==> config.mk <==
export PLATFORM = sky130hd
export DESIGN_NAME = hack_video_gen
export DESIGN_NICKNAME = d
export VERILOG_FILES = /design/src/rtl/hack_video_gen.sv
export SDC_FILE = /design/constraint.sdc
export NUM_CORES = 1
export LEC_CHECK = 0
export CAP_MARGIN = 30
export CORE_ASPECT_RATIO = 1.1
export CORE_MARGIN = 3
export CORE_UTILIZATION = 50
export DETAILED_ROUTE_END_ITERATION = 10
export GPL_TIMING_DRIVEN = 0
export PLACE_DENSITY = 0.76
export REMOVE_ABC_BUFFERS = 1
export SYNTH_ARGS = -nofsm -noshare
export SYNTH_HDL_FRONTEND = slang
export SYNTH_SLANG_ARGS = --single-unit
==> constraint.sdc <==
create_clock -name clk -period 3.5 [get_ports clk]
set_input_delay 1.05 -clock clk [delete_from_list [all_inputs] [get_ports clk]]
set_output_delay 1.05 -clock clk [all_outputs]
set_load 0.01 [all_outputs]
==> src/rtl/hack_video_gen.sv <==
// hack_video_gen
//   Raster timing and pixel serialiser for the Hack screen. It produces a
//   pixel enable, H/V sync and blanking for an NTSC or PAL line count. It
//   fetches screen words from a synchronous RAM and shifts them out as 8-bit
//   monochrome luminance. Bit 0 of each word is the leftmost pixel. A set
//   bit is black.
//
//   Ports
//     clk, reset      system clock, asynchronous active-high reset
//     pal             raster select (0 = NTSC, 1 = PAL), sampled at frame start
//     rd_addr, rd_en  screen RAM word address and one-clk read strobe
//     rd_data         RAM word, valid the clk after rd_en
//     ce_pix          pixel enable, one clk in CE_DIV
//     HBlank, HSync   horizontal blank and sync (active-high)
//     VBlank, VSync   vertical blank and sync (active-high)
//     video           luminance, 8'h00 during blanking
//     invert          (only with HACK_VIDEO_INVERT_EN) swaps black/white,
//                     sampled at frame start together with pal
//
//   RAM handshake: rd_en is high for exactly one clk, in the clk where the
//   divider equals CE_DIV-2. rd_addr is valid in that same clk. The RAM
//   returns rd_data in the following clk, which is the last clk of the pixel
//   period. The shift register captures rd_data on the tick edge that starts
//   the new word. No back-pressure exists.
//
//   Timing model: every pixel update happens on the "tick" edge, where the
//   divider wraps from CE_DIV-1 to 0. On that edge the sync, blank and video
//   outputs for the current hcount/vcount are registered, ce_pix is set for
//   one clk, and the counters move to the next pixel. All outputs therefore
//   change together, with no skew.
//
//   Word 0 of line 0 is prefetched at the end of the previous frame. So in
//   the first frame after reset, the first word of line 0 shows the
//   reset-cleared shift register rather than RAM contents.
module hack_video_gen #(
    parameter int CE_DIV       = 4,
    parameter int WORD_W       = 16,
    parameter int H_ACTIVE     = 512,
    parameter int H_FP         = 16,
    parameter int H_SYNC       = 48,
    parameter int H_TOTAL      = 640,
    parameter int V_ACTIVE     = 256,
    parameter int V_FP         = 3,
    parameter int V_SYNC       = 3,
    parameter int V_TOTAL_NTSC = 262,
    parameter int V_TOTAL_PAL  = 312,
    parameter int ADDR_W       = 13
) (
    input  logic              clk,
    input  logic              reset,
    input  logic              pal,
    output logic [ADDR_W-1:0] rd_addr,
    output logic              rd_en,
    input  logic [WORD_W-1:0] rd_data,
    output logic              ce_pix,
    output logic              HBlank,
    output logic              HSync,
    output logic              VBlank,
    output logic              VSync,
    output logic [7:0]        video
`ifdef HACK_VIDEO_INVERT_EN
    ,
    input  logic              invert
`endif
);
    localparam int V_MAX = (V_TOTAL_PAL > V_TOTAL_NTSC) ? V_TOTAL_PAL : V_TOTAL_NTSC;
    localparam int DIV_W = (CE_DIV > 2) ? $clog2(CE_DIV) : 1;
    // One extra bit so that region ends equal to the total still fit.
    localparam int H_W   = $clog2(H_TOTAL + 1);
    localparam int V_W   = $clog2(V_MAX + 1);

    localparam logic [DIV_W-1:0]  DIV_LAST     = DIV_W'(CE_DIV - 1);
    localparam logic [DIV_W-1:0]  DIV_FETCH    = DIV_W'(CE_DIV - 2);
    localparam logic [H_W-1:0]    H_LAST       = H_W'(H_TOTAL - 1);
    localparam logic [H_W-1:0]    H_ACT        = H_W'(H_ACTIVE);
    localparam logic [H_W-1:0]    H_ACT_LAST   = H_W'(H_ACTIVE - 1);
    localparam logic [H_W-1:0]    H_SYNC_START = H_W'(H_ACTIVE + H_FP);
    localparam logic [H_W-1:0]    H_SYNC_END   = H_W'(H_ACTIVE + H_FP + H_SYNC);
    localparam logic [H_W-1:0]    H_WORD       = H_W'(WORD_W);
    localparam logic [H_W-1:0]    H_WORD_LAST  = H_W'(WORD_W - 1);
    localparam logic [V_W-1:0]    V_ACT        = V_W'(V_ACTIVE);
    localparam logic [V_W-1:0]    V_SYNC_START = V_W'(V_ACTIVE + V_FP);
    localparam logic [V_W-1:0]    V_SYNC_END   = V_W'(V_ACTIVE + V_FP + V_SYNC);
    localparam logic [V_W-1:0]    V_LAST_NTSC  = V_W'(V_TOTAL_NTSC - 1);
    localparam logic [V_W-1:0]    V_LAST_PAL   = V_W'(V_TOTAL_PAL - 1);
    localparam logic [ADDR_W-1:0] WORDS_LINE   = ADDR_W'(H_ACTIVE / WORD_W);

    logic [DIV_W-1:0]  div, div_n;
    logic [H_W-1:0]    hcount, hcount_n;
    logic [V_W-1:0]    vcount, vcount_n, v_last, line_next;
    logic              pal_latched, pal_latched_n;
    logic              tick, fetch_n, pix_active, word_start, pix_bit;
    logic [ADDR_W-1:0] addr_n;
    logic [WORD_W-1:0] sreg;
`ifdef HACK_VIDEO_INVERT_EN
    logic              inv_latched, inv_latched_n;
`endif

    always_comb begin
        v_last        = pal_latched ? V_LAST_PAL : V_LAST_NTSC;
        tick          = (div == DIV_LAST);
        div_n         = tick ? '0 : div + DIV_W'(1);
        hcount_n      = hcount;
        vcount_n      = vcount;
        pal_latched_n = pal_latched;
`ifdef HACK_VIDEO_INVERT_EN
        inv_latched_n = inv_latched;
`endif
        if (tick) begin
            if (hcount == H_LAST) begin
                hcount_n = '0;
                if (vcount == v_last) begin
                    vcount_n      = '0;
                    pal_latched_n = pal;
`ifdef HACK_VIDEO_INVERT_EN
                    inv_latched_n = invert;
`endif
                end else begin
                    vcount_n = vcount + V_W'(1);
                end
            end else begin
                hcount_n = hcount + H_W'(1);
            end
        end

        // Fetch decisions use next-state counters, so rd_en can be registered
        // for every CE_DIV >= 2. With CE_DIV = 2 the fetch clk follows a tick.
        line_next = (vcount_n == v_last) ? '0 : vcount_n + V_W'(1);
        fetch_n   = 1'b0;
        addr_n    = rd_addr;
        if (div_n == DIV_FETCH) begin
            if (hcount_n == H_LAST) begin
                // Prefetch word 0 of the coming line during its last pixel.
                if (line_next < V_ACT) begin
                    fetch_n = 1'b1;
                    addr_n  = ADDR_W'(line_next) * WORDS_LINE;
                end
            end else if ((vcount_n < V_ACT) && (hcount_n < H_ACT_LAST) &&
                         ((hcount_n % H_WORD) == H_WORD_LAST)) begin
                fetch_n = 1'b1;
                addr_n  = ADDR_W'(vcount_n) * WORDS_LINE +
                          ADDR_W'((hcount_n + H_W'(1)) / H_WORD);
            end
        end

        pix_active = (vcount < V_ACT) && (hcount < H_ACT);
        word_start = (vcount_n < V_ACT) && (hcount_n < H_ACT) &&
                     ((hcount_n % H_WORD) == '0);
`ifdef HACK_VIDEO_INVERT_EN
        pix_bit = sreg[0] ^ inv_latched;
`else
        pix_bit = sreg[0];
`endif
    end

    always_ff @(posedge clk or posedge reset) begin
        if (reset) begin
            div         <= '0;
            hcount      <= '0;
            vcount      <= '0;
            pal_latched <= 1'b0;
`ifdef HACK_VIDEO_INVERT_EN
            inv_latched <= 1'b0;
`endif
            ce_pix      <= 1'b0;
            HBlank      <= 1'b1;
            HSync       <= 1'b0;
            VBlank      <= 1'b1;
            VSync       <= 1'b0;
            video       <= 8'h00;
            rd_en       <= 1'b0;
            rd_addr     <= '0;
            sreg        <= '0;
        end else begin
            div         <= div_n;
            hcount      <= hcount_n;
            vcount      <= vcount_n;
            pal_latched <= pal_latched_n;
`ifdef HACK_VIDEO_INVERT_EN
            inv_latched <= inv_latched_n;
`endif
            ce_pix      <= tick;
            rd_en       <= fetch_n;
            rd_addr     <= addr_n;
            if (tick) begin
                HBlank <= (hcount >= H_ACT);
                HSync  <= (hcount >= H_SYNC_START) && (hcount < H_SYNC_END);
                VBlank <= (vcount >= V_ACT);
                VSync  <= (vcount >= V_SYNC_START) && (vcount < V_SYNC_END);
                video  <= (!pix_active || pix_bit) ? 8'h00 : 8'hFF;
                // rd_data arrives in this clk when word_start is set.
                sreg   <= word_start ? rd_data : (sreg >> 1);
            end
        end
    end
endmodule

==> summary.md <==
| Metric | Value |
|---|---|
| Row count | `31` |
| Largest family of logic cells by synthesized area | `simple AND/OR/NAND/NOR gates` |
| P_sw | `0.290 mW` |
| Post-synth top flop | `dfrtp_1` |
| Hold WC Path Type | `flip-flop to flip-flop` |
| Required @ worst endpoint | `between 3 and 4 ns` |
| Cell variety after synth | `between 60 and 70` |
| CP Launch Type | `flip-flop` |
| Hold Fails Final Rpt | `0` |
| Initial core utilization | `52.3%` |
| Synthesis-to-layout area growth | `28.4%` |
| Leakage power | `1.97 nW` |
| Max VDD drop | `237 uV` |
| R2R Path End | `rd_addr[8]` |
| Power Internal | `about 1.0 mW` |
| CP max-delay cell | `or3_4` |
| DIE AREA | `8070 um^2` |
| First-pass iteration count of the detailed router | `4` |
| RePlAce Congestion | `between 0.8 and 0.9` |
| Worst setup EP type | `flip-flop` |
| Setup crit start | `div[0]` |
| Final Skew | `roughly 0.013 ns` |
| Vias in the first global route | `between 2000 and 3000` |
| CTS tree | `yes` |
| Root buf cell | `clkbuf_8` |
| Port Buf Inserts | `45` |
| CP Class | `flip-flop to flip-flop` |
| WP depth | `14` |
| Vias/cell | `5.93` |
| Arrival time worst endpoint | `~3.6 ns` |
| Top delay family on crit path | `simple AND/OR/NAND/NOR gates` |
| Hold Buf Count CTS | `0` |
| Synth Warn # | `0` |
| Layout cells sized above 1 | `between 20% and 30%` |
| RSZ-0062 raised after global routing | `true` |
| Finish-stage setup viols | `0` |
| Worst r2r src | `div[0]` |
| Power Total | `1.33 mW` |
| CP max stage delay | `about 0.45 ns` |
| Total core area | `between 6000 and 7000 um^2` |
| Register share of total power | `just over 50%` |
| Antenna violations before repair | `0` |
| Combinational Power Share | `approximately 2.7%` |
| Number of inserted diodes | `0` |
| Die height | `around 94 um` |
| Post-DRT Antenna Nets | `0` |
| TNS Setup | `0 ns` |
| Synth Area in XOR/XNOR | `between 4 and 5%` |
| Sw frac | `around 22%` |
| R2r setup slk | `between 0.1 and 0.15 ns` |
| Final period util | `a little under 100%` |
| H-Tree Depth | `3` |
| CP bufs+invs | `1` |
| Status | `finished clean` |
| Layout Nets | `between 400 and 500` |
| Vias | `2969` |
| Global route overflow | `0` |
| Largest net degree at the start of global routing | `31` |
| Adder-Cell Fraction of Synth Area | `roughly 3.8%` |
| I/O pin count | `46` |
| Placed cells | `466` |
| Post-layout minimum cycle time | `3.40 ns` |
| TritonCTS Sinks | `58` |
| First-pass GRT wire length | `between 10000 and 15000 um` |
| Synth Instances | `360` |
| Highest Clock Rate | `0.294 GHz` |
| Pwr Density | `roughly 290 nW/um^2` |
| Die width | `approximately 86 um` |
| Post-Synth Simple-Gate Area | `18.4%` |
| Relative slew slack | `a little over two fifths` |
| Clk buf depth | `2` |
| Worst r2r path cells | `14` |
| First DRT Iteration DRCs | `156` |
| All-Layer GR Usage | `approximately 22%` |
| Crit path max fanout | `6` |
| # DRC | `0` |
| Fin. max-slew vios | `0` |
| Seq/Total Area, Yosys | `41.4%` |
| Drt wl/cell | `roughly 18 um` |
| Cell breakdown of the critical path | `ha_4, nand4_1, or3_4, a21oi_4, nand4_1, nor3_2, xor2_1, ha_2, a21o_1, o211ai_1, buf_4, o211ai_1, o21ai_1, mux2_2` |
| Clock latency on the worst-skew pair | `approximately 0.34 ns` |
| Max-cap viol count | `0` |
| Final non-filler cell total | `between 500 and 600` |
| Compound-gate portion of the synthesized area | `15.7%` |
| Post-synth EDFFs | `0` |
| Mux cell area share after synthesis | `approximately a tenth` |
| Post-DP HPWL | `5510 um` |
| CTS clk-pin slew, worst paths | `about 0.07 ns` |
| Mapped Area | `3510 um^2` |
| FILL cells | `a little over 500` |
| WL final | `just under 9000 um` |
| Synthesized area per cell | `slightly below 10 um^2` |
| Clk network pwr share | `between 40% and 50%` |
| Setup crit end | `rd_addr[8]` |
| Post-synth ARST share | `100%` |
| Worst Tran Pin Value | `around 0.86 ns` |
| Synthesized flop and latch total | `slightly below 60` |
| Cts bufs inserted | `9` |
-- placed cells by master, fill, tap and decap left out, types with 3 or more instances in the layout --
cell type	netlist	final
ha_1	9	5
inv_1	24	22
nand4_1	5	5
a211oi_1	4	4
nor2b_1	5	4
clkdlybuf4s50_1	0	45
a31oi_1	4	3
o21ai_1	1	4
o211ai_1	5	5
clkinv_2	1	4
mux2_4	4	4
xor2_1	9	8
buf_4	7	18
o21ai_0	20	16
mux2i_1	21	21
nor3_1	8	6
mux2_2	7	7
nor2_1	33	32
nand2_1	22	22
and4_1	3	3
nor4_1	7	4
o31ai_1	5	5
dfrtp_1	56	55
and2_1	3	3
clkbuf_8	0	10
nor4_4	2	3
o31a_1	3	3
a21oi_1	15	15
xnor2_1	8	7
nand3_1	9	9
-- worst min-delay path by stage --
| stage | start | endpoint | slack (ns) | cells past startpoint |
|---|---|---|---|---|
| after floorplan | div[0] | div[0] | 0.43 | 1 |
| after global placement | div[0] | div[0] | 0.45 | 1 |
| after detailed placement | div[0] | div[0] | 0.46 | 1 |
| after CTS | div[0] | div[0] | 0.51 | 1 |
| after global routing | rd_addr[8] | rd_addr[8] | 0.53 | 1 |
| final | rd_addr[7] | rd_addr[7] | 0.51 | 1 |
-- cell type report --
cell class	count	area [um^2]	share of cell area, %
timing repair buffer	65	621	13.8
tap	82	103	2.28
inverter	25	95.1	2.11
sequential	58	1460	32.3
clock inverter	5	53.8	1.19
multi-input combinational	255	2040	45.2
clock buffer	11	141	3.14
-- routing by layer --
| metal | global-route usage [%] | vias to the layer above | wire length (um) |
|---|---|---|---|
| met3 | 5.44 | 22 | 502 |
| met2 | 36.1 | 95 | 4410 |
| met5 | 0 | - | 0 |
| met1 | 29.0 | 1453 | 3670 |
| li1 | - | 1399 | - |
| met4 | 7.52 | 0 | 196 |
-- registers in the layout, summed over array words and instances (netlist names) --
| signal | count |
|---|---|
| HBlank | 1 |
| pal_latched | 1 |
| div | 2 |
| HSync | 1 |
| VSync | 1 |
| video | 1 |
| sreg | 16 |
| hcount | 10 |
| rd_en | 1 |
| vcount | 9 |
| rd_addr | 13 |
| ce_pix | 1 |
| VBlank | 1 |
-- cell families after synthesis --
kind of cell	after synthesis
adders and majority gates	10
muxes	32
xor gates and xnor gates	17
AOI/OAI and AO/OA	80
and+or+nand+nor	115
buffers and inverters	48
DFF	58
-- power by group through the flow --
stage	Sequential, mW	Combinational, mW	Clock (mW)
2_1_floorplan	0.683	0.0103	0
3_3_place_gp	0.683	0.0339	0
3_5_place_dp	0.683	0.0371	0
4_1_cts	0.670	0.0374	0.631
5_1_grt	0.670	0.0399	0.656
6_report	0.670	0.0360	0.620
-- stage by stage --
step	cell area, um^2	utilization (%)	hold WS, ns	setup WS [ns]
after floorplan	3380	-	0.430	-1.00
after global placement	3930	58.6	0.445	-2.24
after detailed placement	3960	59.0	0.460	-1.19
after CTS	4310	64.2	0.507	0.0151
after global routing	4510	67.2	0.532	-0.188
final	4510	67.2	0.512	0.102
-- timing repair --
item                                    in CTS  in global routing
cloned                                       1                  0
endpoints found under the setup margin      30                 28
setup buffers                               10                  8
gates resized for setup                     12                 28
pin swaps                                    3                 15
-- synthesized netlist by cell type (9+ instances only) --
master / number / area [um^2]
nand3_1: 9 / 45.0
inv_1: 24 / 90.1
ha_1: 9 / 113
nand2_1: 22 / 82.6
o21ai_0: 20 / 100
dfrtp_1: 56 / 1400
nor2_1: 33 / 124
xor2_1: 9 / 78.8
mux2i_1: 21 / 210
a21oi_1: 15 / 75.1
Note: power is estimated with default switching activity, not from simulation.
